<file path="src/rtl/uart_pkg.sv">
// uart_pkg: shared definitions for the UART command path.
// Holds the decoder state encoding and the default frame start marker.
// Imported by uart_cmd_decoder.
package uart_pkg;

  typedef enum logic [1:0] {
    S_IDLE = 2'd0,
    S_ADDR = 2'd1,
    S_DATA = 2'd2,
    S_CHK  = 2'd3
  } state_t;

  localparam logic [7:0] DEFAULT_SYNC_BYTE = 8'hA5;

endpackage

</file>
<file path="src/rtl/uart_cmd_decoder_if.sv">
// uart_cmd_decoder_if: byte stream in from the UART receiver, register writes out.
// Ports: i_Rx_DV/i_Rx_Byte (byte strobe + byte), o_Wr_En/o_Wr_Addr/o_Wr_Data
//   (write strobe + held address/data), o_Frame_Err (error pulse), o_Busy.
// master: the side feeding bytes and observing results; slave: the decoder.
interface uart_cmd_decoder_if;
  logic       i_Rx_DV;
  logic [7:0] i_Rx_Byte;
  logic       o_Wr_En;
  logic [7:0] o_Wr_Addr;
  logic [7:0] o_Wr_Data;
  logic       o_Frame_Err;
  logic       o_Busy;

  modport master (
    output i_Rx_DV, i_Rx_Byte,
    input  o_Wr_En, o_Wr_Addr, o_Wr_Data, o_Frame_Err, o_Busy
  );

  modport slave (
    input  i_Rx_DV, i_Rx_Byte,
    output o_Wr_En, o_Wr_Addr, o_Wr_Data, o_Frame_Err, o_Busy
  );
endinterface

</file>
<file path="src/rtl/uart_cmd_decoder.sv">
// uart_cmd_decoder: assembles SYNC,ADDR,DATA[,CHK] byte frames from the UART
//   receiver into one-cycle register-write strobes; flags bad checksums and
//   inter-byte timeouts with a one-cycle o_Frame_Err pulse.
// Ports: i_Clock, reset (sync, active-high), bus (uart_cmd_decoder_if.slave).
// Latency: o_Wr_En / o_Frame_Err rise the cycle after the completing byte strobe.
// Backpressure: none; the register file always accepts the write strobe.
// Config: `define UART_CMD_CHKSUM_EN for the 4-byte frame with checksum byte
//   (CHK == ADDR ^ DATA); otherwise frames are 3 bytes and errors come only
//   from timeouts.
module uart_cmd_decoder
  import uart_pkg::*;
#(
  parameter logic [7:0] SYNC_BYTE    = DEFAULT_SYNC_BYTE,
  parameter int         TIMEOUT_CLKS = 100000
) (
  input  logic                 i_Clock,
  input  logic                 reset,
  uart_cmd_decoder_if.slave    bus
);

  // A zero timeout disables the check; keep the counter at least 1 bit wide.
  localparam int              CNT_W   = (TIMEOUT_CLKS > 0) ? $clog2(TIMEOUT_CLKS + 1) : 1;
  localparam logic [CNT_W-1:0] CNT_MAX = CNT_W'(TIMEOUT_CLKS);
  localparam bit              TO_EN   = (TIMEOUT_CLKS > 0);

  state_t           r_State;
  logic [CNT_W-1:0] r_Cnt;
  logic [7:0]       r_Addr;
`ifdef UART_CMD_CHKSUM_EN
  logic [7:0]       r_Data;
`endif
  logic             r_Wr_En;
  logic [7:0]       r_Wr_Addr;
  logic [7:0]       r_Wr_Data;
  logic             r_Frame_Err;

  always_ff @(posedge i_Clock) begin
    if (reset) begin
      r_State     <= S_IDLE;
      r_Cnt       <= '0;
      r_Addr      <= 8'h00;
`ifdef UART_CMD_CHKSUM_EN
      r_Data      <= 8'h00;
`endif
      r_Wr_En     <= 1'b0;
      r_Wr_Addr   <= 8'h00;
      r_Wr_Data   <= 8'h00;
      r_Frame_Err <= 1'b0;
    end else begin
      r_Wr_En     <= 1'b0;
      r_Frame_Err <= 1'b0;

      // Gap counter only runs inside a frame; any byte restarts it.
      if (r_State == S_IDLE || bus.i_Rx_DV) begin
        r_Cnt <= '0;
      end else if (r_Cnt != CNT_MAX) begin
        r_Cnt <= r_Cnt + 1'b1;
      end

      if (bus.i_Rx_DV) begin
        // A byte arriving on the expiry cycle takes priority over the timeout.
        case (r_State)
          S_IDLE: begin
            if (bus.i_Rx_Byte == SYNC_BYTE) r_State <= S_ADDR;
          end
          S_ADDR: begin
            r_Addr  <= bus.i_Rx_Byte;
            r_State <= S_DATA;
          end
          S_DATA: begin
`ifdef UART_CMD_CHKSUM_EN
            r_Data  <= bus.i_Rx_Byte;
            r_State <= S_CHK;
`else
            r_Wr_Addr <= r_Addr;
            r_Wr_Data <= bus.i_Rx_Byte;
            r_Wr_En   <= 1'b1;
            r_State   <= S_IDLE;
`endif
          end
`ifdef UART_CMD_CHKSUM_EN
          S_CHK: begin
            if (bus.i_Rx_Byte == (r_Addr ^ r_Data)) begin
              r_Wr_Addr <= r_Addr;
              r_Wr_Data <= r_Data;
              r_Wr_En   <= 1'b1;
            end else begin
              r_Frame_Err <= 1'b1;
            end
            r_State <= S_IDLE;
          end
`endif
          default: r_State <= S_IDLE;
        endcase
      end else if (TO_EN && r_State != S_IDLE && r_Cnt == CNT_MAX) begin
        r_Frame_Err <= 1'b1;
        r_State     <= S_IDLE;
      end
    end
  end

  assign bus.o_Wr_En     = r_Wr_En;
  assign bus.o_Wr_Addr   = r_Wr_Addr;
  assign bus.o_Wr_Data   = r_Wr_Data;
  assign bus.o_Frame_Err = r_Frame_Err;
  assign bus.o_Busy      = (r_State != S_IDLE);

endmodule

</file>
<file path="src/flat_wrapper.sv">
// flat-port wrapper written by rule: the top's interface ports become plain ports
module uart_cmd_decoder_flat import uart_pkg::*;
#(
  parameter logic [7:0] SYNC_BYTE    = DEFAULT_SYNC_BYTE,
  parameter int         TIMEOUT_CLKS = 100000
)
  (i_Clock, reset, bus_i_Rx_DV, bus_i_Rx_Byte, bus_o_Wr_En, bus_o_Wr_Addr, bus_o_Wr_Data, bus_o_Frame_Err, bus_o_Busy);
  uart_cmd_decoder_if bus_i ();
  input  logic i_Clock;
  input  logic reset;
  input wire logic [$bits(bus_i.i_Rx_DV)-1:0] bus_i_Rx_DV;
  input wire logic [$bits(bus_i.i_Rx_Byte)-1:0] bus_i_Rx_Byte;
  output wire logic [$bits(bus_i.o_Wr_En)-1:0] bus_o_Wr_En;
  output wire logic [$bits(bus_i.o_Wr_Addr)-1:0] bus_o_Wr_Addr;
  output wire logic [$bits(bus_i.o_Wr_Data)-1:0] bus_o_Wr_Data;
  output wire logic [$bits(bus_i.o_Frame_Err)-1:0] bus_o_Frame_Err;
  output wire logic [$bits(bus_i.o_Busy)-1:0] bus_o_Busy;
  assign bus_i.i_Rx_DV = bus_i_Rx_DV;
  assign bus_i.i_Rx_Byte = bus_i_Rx_Byte;
  assign bus_o_Wr_En = bus_i.o_Wr_En;
  assign bus_o_Wr_Addr = bus_i.o_Wr_Addr;
  assign bus_o_Wr_Data = bus_i.o_Wr_Data;
  assign bus_o_Frame_Err = bus_i.o_Frame_Err;
  assign bus_o_Busy = bus_i.o_Busy;
  uart_cmd_decoder #(.SYNC_BYTE(SYNC_BYTE), .TIMEOUT_CLKS(TIMEOUT_CLKS)) u_core (.i_Clock(i_Clock), .reset(reset), .bus(bus_i));
endmodule
</file>
<file path="config.mk">
export PLATFORM = sky130hd
export DESIGN_NAME = uart_cmd_decoder_flat
export DESIGN_NICKNAME = d
export VERILOG_FILES = /design/src/rtl/uart_pkg.sv /design/src/rtl/uart_cmd_decoder_if.sv /design/src/rtl/uart_cmd_decoder.sv /design/src/flat_wrapper.sv
export SDC_FILE = /design/constraint.sdc
export NUM_CORES = 1
export LEC_CHECK = 0
export ABC_CLOCK_PERIOD_IN_PS = 1900
export CELL_PAD_IN_SITES_DETAIL_PLACEMENT = 1
export CELL_PAD_IN_SITES_GLOBAL_PLACEMENT = 2
export CORE_UTILIZATION = 33
export CTS_BUF_LIST = sky130_fd_sc_hd__clkbuf_2
export DETAILED_ROUTE_END_ITERATION = 10
export PLACE_DENSITY = 0.93
export SYNTH_ARGS = -nofsm -noshare
export SYNTH_HDL_FRONTEND = slang
export SYNTH_SLANG_ARGS = --single-unit
export TNS_END_PERCENT = 5
</file>
<file path="constraint.sdc">
create_clock -name i_Clock -period 1.9 [get_ports i_Clock]
set_input_delay 0.38 -clock i_Clock [delete_from_list [all_inputs] [get_ports i_Clock]]
set_output_delay 0.38 -clock i_Clock [all_outputs]
set_load 0.02 [all_outputs]
</file>
==> impl_metrics.yaml, run 1 <==
clocking:
  cts_inserted_buffers: 5
  clkLatencyLatePin_ps: 430
  htreeDepth: 2
  cts_tree: "done"
  cts.reportedPaths.clkPinSlew_ps: 250
  root_buffer: "clkbuf_2"
  clk_path_buf_depth: 2
  cts_hold_buf: 0
  cts_sinks: 45
sta:
  fin_skew_ps: 19.2
  finalCriticalPeriod_ps: 1800
  rsz0062_at_grt: "no"
  fmax_mhz: 555
  max_slew_margin: 0.687
  hold_viol_final: 0
  worst_pin_slew_ps: 465
  final.setup.tns_ps: 0
  setup_viol: 0
  post-route-period-util: 0.949
  slew_viol_final: 0
final_layout:
  post-route-util: 0.437
  fill_cells: 624
  final_nets: 259
  seq_area_sq_um: 905
  drive_gt1_frac: 0.0891
  diodes: 0
  area_growth_pct: 23.8
  multi_input_area_sq_um: 863
critical_path:
  critical_path_depth: 1
  worstSetupStartpointType: "flip-flop"
  r2r-end: "u_core.r_State[1]"
  crit_end: "bus_o_Wr_Addr[1]"
  crit_path_cell_trace: "clkdlybuf4s50_1"
  critPathMaxFanout: 2
  cp_top_family: "buffers and inverters"
  critical_path.max_stage_delay_ps: 600
  endpoint_kind: "output pin"
  reg2reg_depth: 7
  timing.rr.start: "u_core.r_Cnt[0]"
  crit_buf_inv: 1
  cp_slowest_cell: "clkdlybuf4s50_1"
  path_class: "flip-flop to output pin"
  worstPathArrival_ps: 1420
  cp-startpoint: "u_core.bus.o_Wr_Addr[1]"
  ff2ff_setup_slack_ps: 300
  required_ps: 1520
global_routing:
  antenna_found_initial: 0
  grt_pass1_vias: 1533
  overflow: 0
  track_usage: 0.156
  grt_max_degree: 29
  grt_pass1_wl_mm: 7.31
run:
  maxCapViolations: 0
yosys:
  syn_nets: 226
  synth_cells: 213
  ys_warn_count: 0
  synth-seq-area-share: 0.487
  synth_cell_types: 35
  synth_area_leaders: "dfxtp_1 (49%), nand2_1 (8.5%), a21oi_1 (5.7%)"
  synth_top_area_frac: 0.487
  ys_seq_elements: 45
  synth_area_leader_cell: "dfxtp_1"
  synth.cell_area_sq_mm: 0.00185
  avgSynthCellArea_sq_um: 8.68
pwr:
  peakVddDrop_mv: 0.216
  seqPwrFrac: 0.669
  power_frac_clock: 0.300
  p_leak_nw: 0.917
  p_total_mw: 1.41
  power_density_mw_per_mm2: 618
  p_sw_frac: 0.250
  p_sw_mw: 0.353
  combPwrFrac: 0.031
  internal_power_mw: 1.06
placed_design:
  dp_hpwl_mm: 2.90
  gp_congestion: 0.804
  io_buffers: 29
floorplan:
  fp.dieW_microns: 76.8
  die_area_sq_mm: 0.00590
  start_util: 0.353
  rows: 26
  design.core.area_sq_mm: 0.00524
  dieHeight_microns: 76.8
  ioPinCount: 30
status:
  status: "completed"
route:
  drt-initial-drc-count: 50
  num_vias: 1524
  postRouteAntennaNets: 0
  totalWireLength_mm: 4.23
  firstDrtPassIters: 4
  viasPerCell: 4.81
  post-route-drc-count: 0
  wire_per_inst_microns: 13.4
hold_path:
  hold_class: "flip-flop to flip-flop"
==> area by class of cell <==
class / count / area share
Timing Repair Buffer: 35 / 0.153
Clock buffer: 5 / 0.0109
Inverter: 10 / 0.0164
Multi-Input combinational cell: 149 / 0.377
Clock inverter: 3 / 0.00929
Tap cell: 70 / 0.0383
Sequential cell: 45 / 0.395
==> cells in the final DEF, fill, tap and decap left out, types with 2 or more instances in the layout <==
master	synthesis	final
a211o_1	2	2
a21oi_1	21	21
buf_4	0	6
clkbuf_2	0	5
clkdlybuf4s50_1	0	22
dfxtp_1	45	44
dlymetal6s2s_1	0	6
ha_1	2	2
inv_1	10	10
mux2i_1	8	8
nand2_1	42	42
nand3_1	5	5
nand3b_1	2	2
nand4_1	4	4
nor2_1	24	24
nor3_1	7	7
nor4_1	3	3
nor4bb_1	2	2
or3_1	2	2
xnor2_1	8	8
xor2_1	2	2
==> worst register-to-register path: stages (launching register included) <==
cell      delay [ps]
dfxtp_1          420
inv_1            100
ha_1             150
nor4bb_1         300
nand4_1          140
buf_4            180
a31oi_1          170
nor2_1            50
==> cell usage after synthesis, drive strengths merged <==
| master | instances |
|---|---|
| and4b | 1 |
| mux2i | 8 |
| nand4b | 1 |
| or2b | 1 |
| a21oi | 21 |
| clkbuf | 4 |
| nand4 | 4 |
| xnor2 | 8 |
| nand2 | 42 |
| and4bb | 1 |
| nor2 | 25 |
| a31oi | 1 |
| o21ai | 1 |
| nor4 | 5 |
| a311o | 1 |
| and3 | 1 |
| nor4bb | 2 |
| inv | 10 |
| ha | 2 |
| xor2 | 2 |
| buf | 5 |
| or3 | 2 |
| a211o | 2 |
| nand3 | 7 |
| dfxtp | 45 |
| nor3 | 7 |
| nand3b | 2 |
| or2 | 1 |
| nor4b | 1 |
==> stage by stage <==
step / hold WS, ps / instances / worst slack [ps] / area [sq um]
finish: 472 / 317 / 97.2 / 2290
detailed placement: 447 / 308 / 80.8 / 2220
global route: 496 / 317 / 9.13 / 2290
global placement: 442 / 308 / 113 / 2220
floorplan: 432 / 213 / 545 / 1850
CTS: 477 / 316 / 41.1 / 2270
==> how the worst min path moves through the flow <==
| stage | from | end | slack (ps) | cells past startpoint |
|---|---|---|---|---|
| 2_1_floorplan | u_core.r_Addr[0] | u_core.bus.o_Wr_Addr[0] | 430 | 2 |
| 3_3_place_gp | u_core.bus.o_Wr_Data[4] | u_core.bus.o_Wr_Data[4] | 440 | 2 |
| 3_5_place_dp | u_core.r_Addr[5] | u_core.bus.o_Wr_Addr[5] | 450 | 2 |
| 4_1_cts | u_core.r_Addr[5] | u_core.bus.o_Wr_Addr[5] | 480 | 2 |
| 5_1_grt | u_core.bus.o_Wr_Data[5] | u_core.bus.o_Wr_Data[5] | 500 | 2 |
| 6_report | u_core.r_Addr[5] | u_core.bus.o_Wr_Addr[5] | 470 | 2 |
==> power groups by stage <==
stage	clock [mW]	combinational, mW	sequential [mW]
after CTS	0.451	0.0438	0.946
after global placement	0	0.0443	0.965
final	0.425	0.0437	0.946
after floorplan	0	0.0116	0.965
after detailed placement	0	0.0437	0.965
after global routing	0.482	0.0474	0.947
==> state kept, by name (all words and copies together), names as in the netlist <==
name and flops:
u_core.r_Addr 8, u_core.bus.o_Wr_Addr 8, u_core.bus.o_Wr_En 1, u_core.bus.o_Frame_Err 1
u_core.r_Cnt 17, u_core.r_State 2, u_core.bus.o_Wr_Data 8
==> what timing repair did <==
item | CTS | global route
setup endpoints to repair | 1 | 10
setup buffers | 0 | 1
endpoints found under the hold margin | 0 | 0
resized for setup | 3 | 6
pin swaps | 0 | 1
==> per-layer routing <==
metal	GRT usage	vias up	share of wire
met5	0	-	0
met4	0.0577	0	0.013
met3	0.0405	5	0.024
met2	0.239	23	0.45
met1	0.208	718	0.51
li1	-	778	-
==> logic make-up after synthesis <==
| kind of cell | synth area share |
|---|---|
| AOI/OAI and AO/OA | 0.0779 |
| xor gates and xnor gates | 0.0474 |
| adders and majority gates | 0.0135 |
| buffers and inverters | 0.0454 |
| DFF | 0.487 |
| muxes | 0.0433 |
| and+or+nand+nor | 0.285 |
No activity file was read; power rests on OpenSTA's default activity.
==> run 2, diff against run 1 <==
Settings changed: ABC_CLOCK_PERIOD_IN_PS 1900 to 2000, REMOVE_ABC_BUFFERS from default to 1.
Clock period 1.9 ns to 2 ns, I/O delays scaled along.
==> impl_metrics.yaml, run 2 (same netlist as run 1, synthesis figures left out) <==
route:
  post-route-drc-count: 0
  postRouteAntennaNets: 0
  top_layer_used: "met4"
  totalWireLength_mm: 4.41
  firstDrtPassIters: 4
  viasPerCell: 4.89
  wl_met2_mm: 2.00
  wire_per_inst_microns: 13.9
  m1WireLength_mm: 2.19
  num_vias: 1545
  drt-initial-drc-count: 90
  wl_met3_microns: 158
pwr:
  combPwrFrac: 0.032
  p_total_mw: 1.33
  peakVddDrop_mv: 0.232
  p_sw_mw: 0.330
  p_leak_nw: 0.800
  power_frac_clock: 0.293
  seqPwrFrac: 0.676
  internal_power_mw: 1.00
  p_sw_frac: 0.248
  power_density_mw_per_mm2: 589
sta:
  final.setup.tns_ps: 0
  rsz0062_at_grt: "no"
  finalCriticalPeriod_ps: 1850
  holdWs_ps: 464
  setup_viol: 0
  fin_skew_ps: 27.0
  fmax_mhz: 539
  slew_viol_final: 0
  hold_viol_final: 0
  final.setup.worst_slack_ps: 146
  max_slew_margin: 0.700
  post-route-period-util: 0.927
  worst_pin_slew_ps: 446
final_layout:
  top_register: "u_core.r_Cnt"
  layout_commonest_cell: "dfxtp_1"
  design_area_sq_mm: 0.00226
  diodes: 0
  drive_gt1_frac: 0.0894
  final_cell_mix: "dfxtp_1 (43), nand2_1 (42), clkdlybuf4s50_1 (28)"
  largest_reg_flops: 17
  fill_cells: 636
  area_growth_pct: 22.3
  final_nets: 258
critical_path:
  cp_slowest_cell: "clkdlybuf4s50_1"
  timing.rr.start: "u_core.r_Cnt[1]"
  cp-startpoint: "u_core.bus.o_Wr_Data[5]"
  worstSetupStartpointType: "flip-flop"
  crit_end: "bus_o_Wr_Data[5]"
  worstPathArrival_ps: 1450
  ff2ff_setup_slack_ps: 380
  required_ps: 1600
  crit_path_cell_trace: "clkdlybuf4s50_1"
  cp_top_family: "buffers and inverters"
  reg2reg_depth: 6
  critical_path.max_stage_delay_ps: 610
  crit_buf_inv: 1
  endpoint_kind: "output pin"
  critical_path_depth: 1
  path_class: "flip-flop to output pin"
  critPathMaxFanout: 2
  r2r-end: "u_core.r_State[1]"
floorplan:
  rows: 26
  start_util: 0.353
  ioPinCount: 30
  die_area_sq_mm: 0.00590
  dieHeight_microns: 76.8
  fp.dieW_microns: 76.8
  design.core.area_sq_mm: 0.00524
clocking:
  root_buffer: "clkbuf_2"
  htreeDepth: 2
  cts_sinks: 45
  cts_inserted_buffers: 5
  clk_path_buf_depth: 2
  clkLatencyLatePin_ps: 430
  cts.reportedPaths.clkPinSlew_ps: 250
  cts_tree: "done"
placed_design:
  pre_cts_slack_ps: 177
  gp_congestion: 0.725
  dpl_cell_area_sq_mm: 0.00222
  io_buffers: 29
  dp_hpwl_mm: 3.18
run:
  maxCapViolations: 0
global_routing:
  grt_max_degree: 28
  overflow: 0
  grt_pass1_wl_mm: 7.25
  track_usage: 0.158
  antenna_found_initial: 0
  grt_pass1_vias: 1490
hold_path:
  hold_class: "flip-flop to flip-flop"
status:
  status: "completed"
-- run 2: per-layer routing --
metal,vias up,global-route usage
met5,-,0
met4,0,0.0519
met3,5,0.0440
met2,27,0.251
met1,734,0.206
li1,779,-
-- run 2: area by class of cell --
cell class | instances | area (sq um) | area share
flip-flops and latches | 45 | 903 | 0.400
multi-input cells | 149 | 863 | 0.382
repair buffers | 34 | 327 | 0.144
well taps | 70 | 87.6 | 0.0387
inverters | 10 | 37.5 | 0.0166
clock buffers | 5 | 25.0 | 0.0111
clock inverters | 3 | 17.5 | 0.00775
-- run 2: tightest hold or removal path, cell delays in order (launching register included) --
cell and delay, ps:
dfxtp_1 370, nand2_1 60, a21oi_1 50
-- run 2: power by group through the flow --
| stage | combinational (mW) | sequential, mW | clock [mW] |
|---|---|---|---|
| 6_report | 0.0424 | 0.900 | 0.390 |
| 5_1_grt | 0.0459 | 0.901 | 0.446 |
| 4_1_cts | 0.0430 | 0.900 | 0.409 |
| 3_5_place_dp | 0.0426 | 0.916 | 0 |
| 3_3_place_gp | 0.0424 | 0.916 | 0 |
| 2_1_floorplan | 0.00387 | 0.916 | 0 |
-- run 2: worst min-delay path by stage --
stage | startpoint | to | slack, ps | depth (start not counted)
2_1_floorplan | u_core.r_Addr[0] | u_core.bus.o_Wr_Addr[0] | 430 | 2
3_3_place_gp | u_core.r_Addr[6] | u_core.bus.o_Wr_Addr[6] | 440 | 2
3_5_place_dp | u_core.bus.o_Wr_Data[6] | u_core.bus.o_Wr_Data[6] | 450 | 2
4_1_cts | u_core.bus.o_Wr_Data[6] | u_core.bus.o_Wr_Data[6] | 470 | 2
5_1_grt | u_core.r_Addr[5] | u_core.bus.o_Wr_Addr[5] | 480 | 2
6_report | u_core.r_Addr[1] | u_core.bus.o_Wr_Addr[1] | 460 | 2
-- run 2: timing repair --
| action | CTS | global route |
|---|---|---|
| resized for setup | 3 | 0 |
| setup endpoints to repair | 1 | 0 |
| hold buffers | 0 | 0 |
| setup buffers | 0 | 0 |
-- run 2: metrics by stage --
step                      instances  utilization
after global placement          308        0.423
after detailed placement        308        0.423
after global routing            316        0.432
final                           316        0.432
after floorplan                 204            -
after CTS                       316        0.432
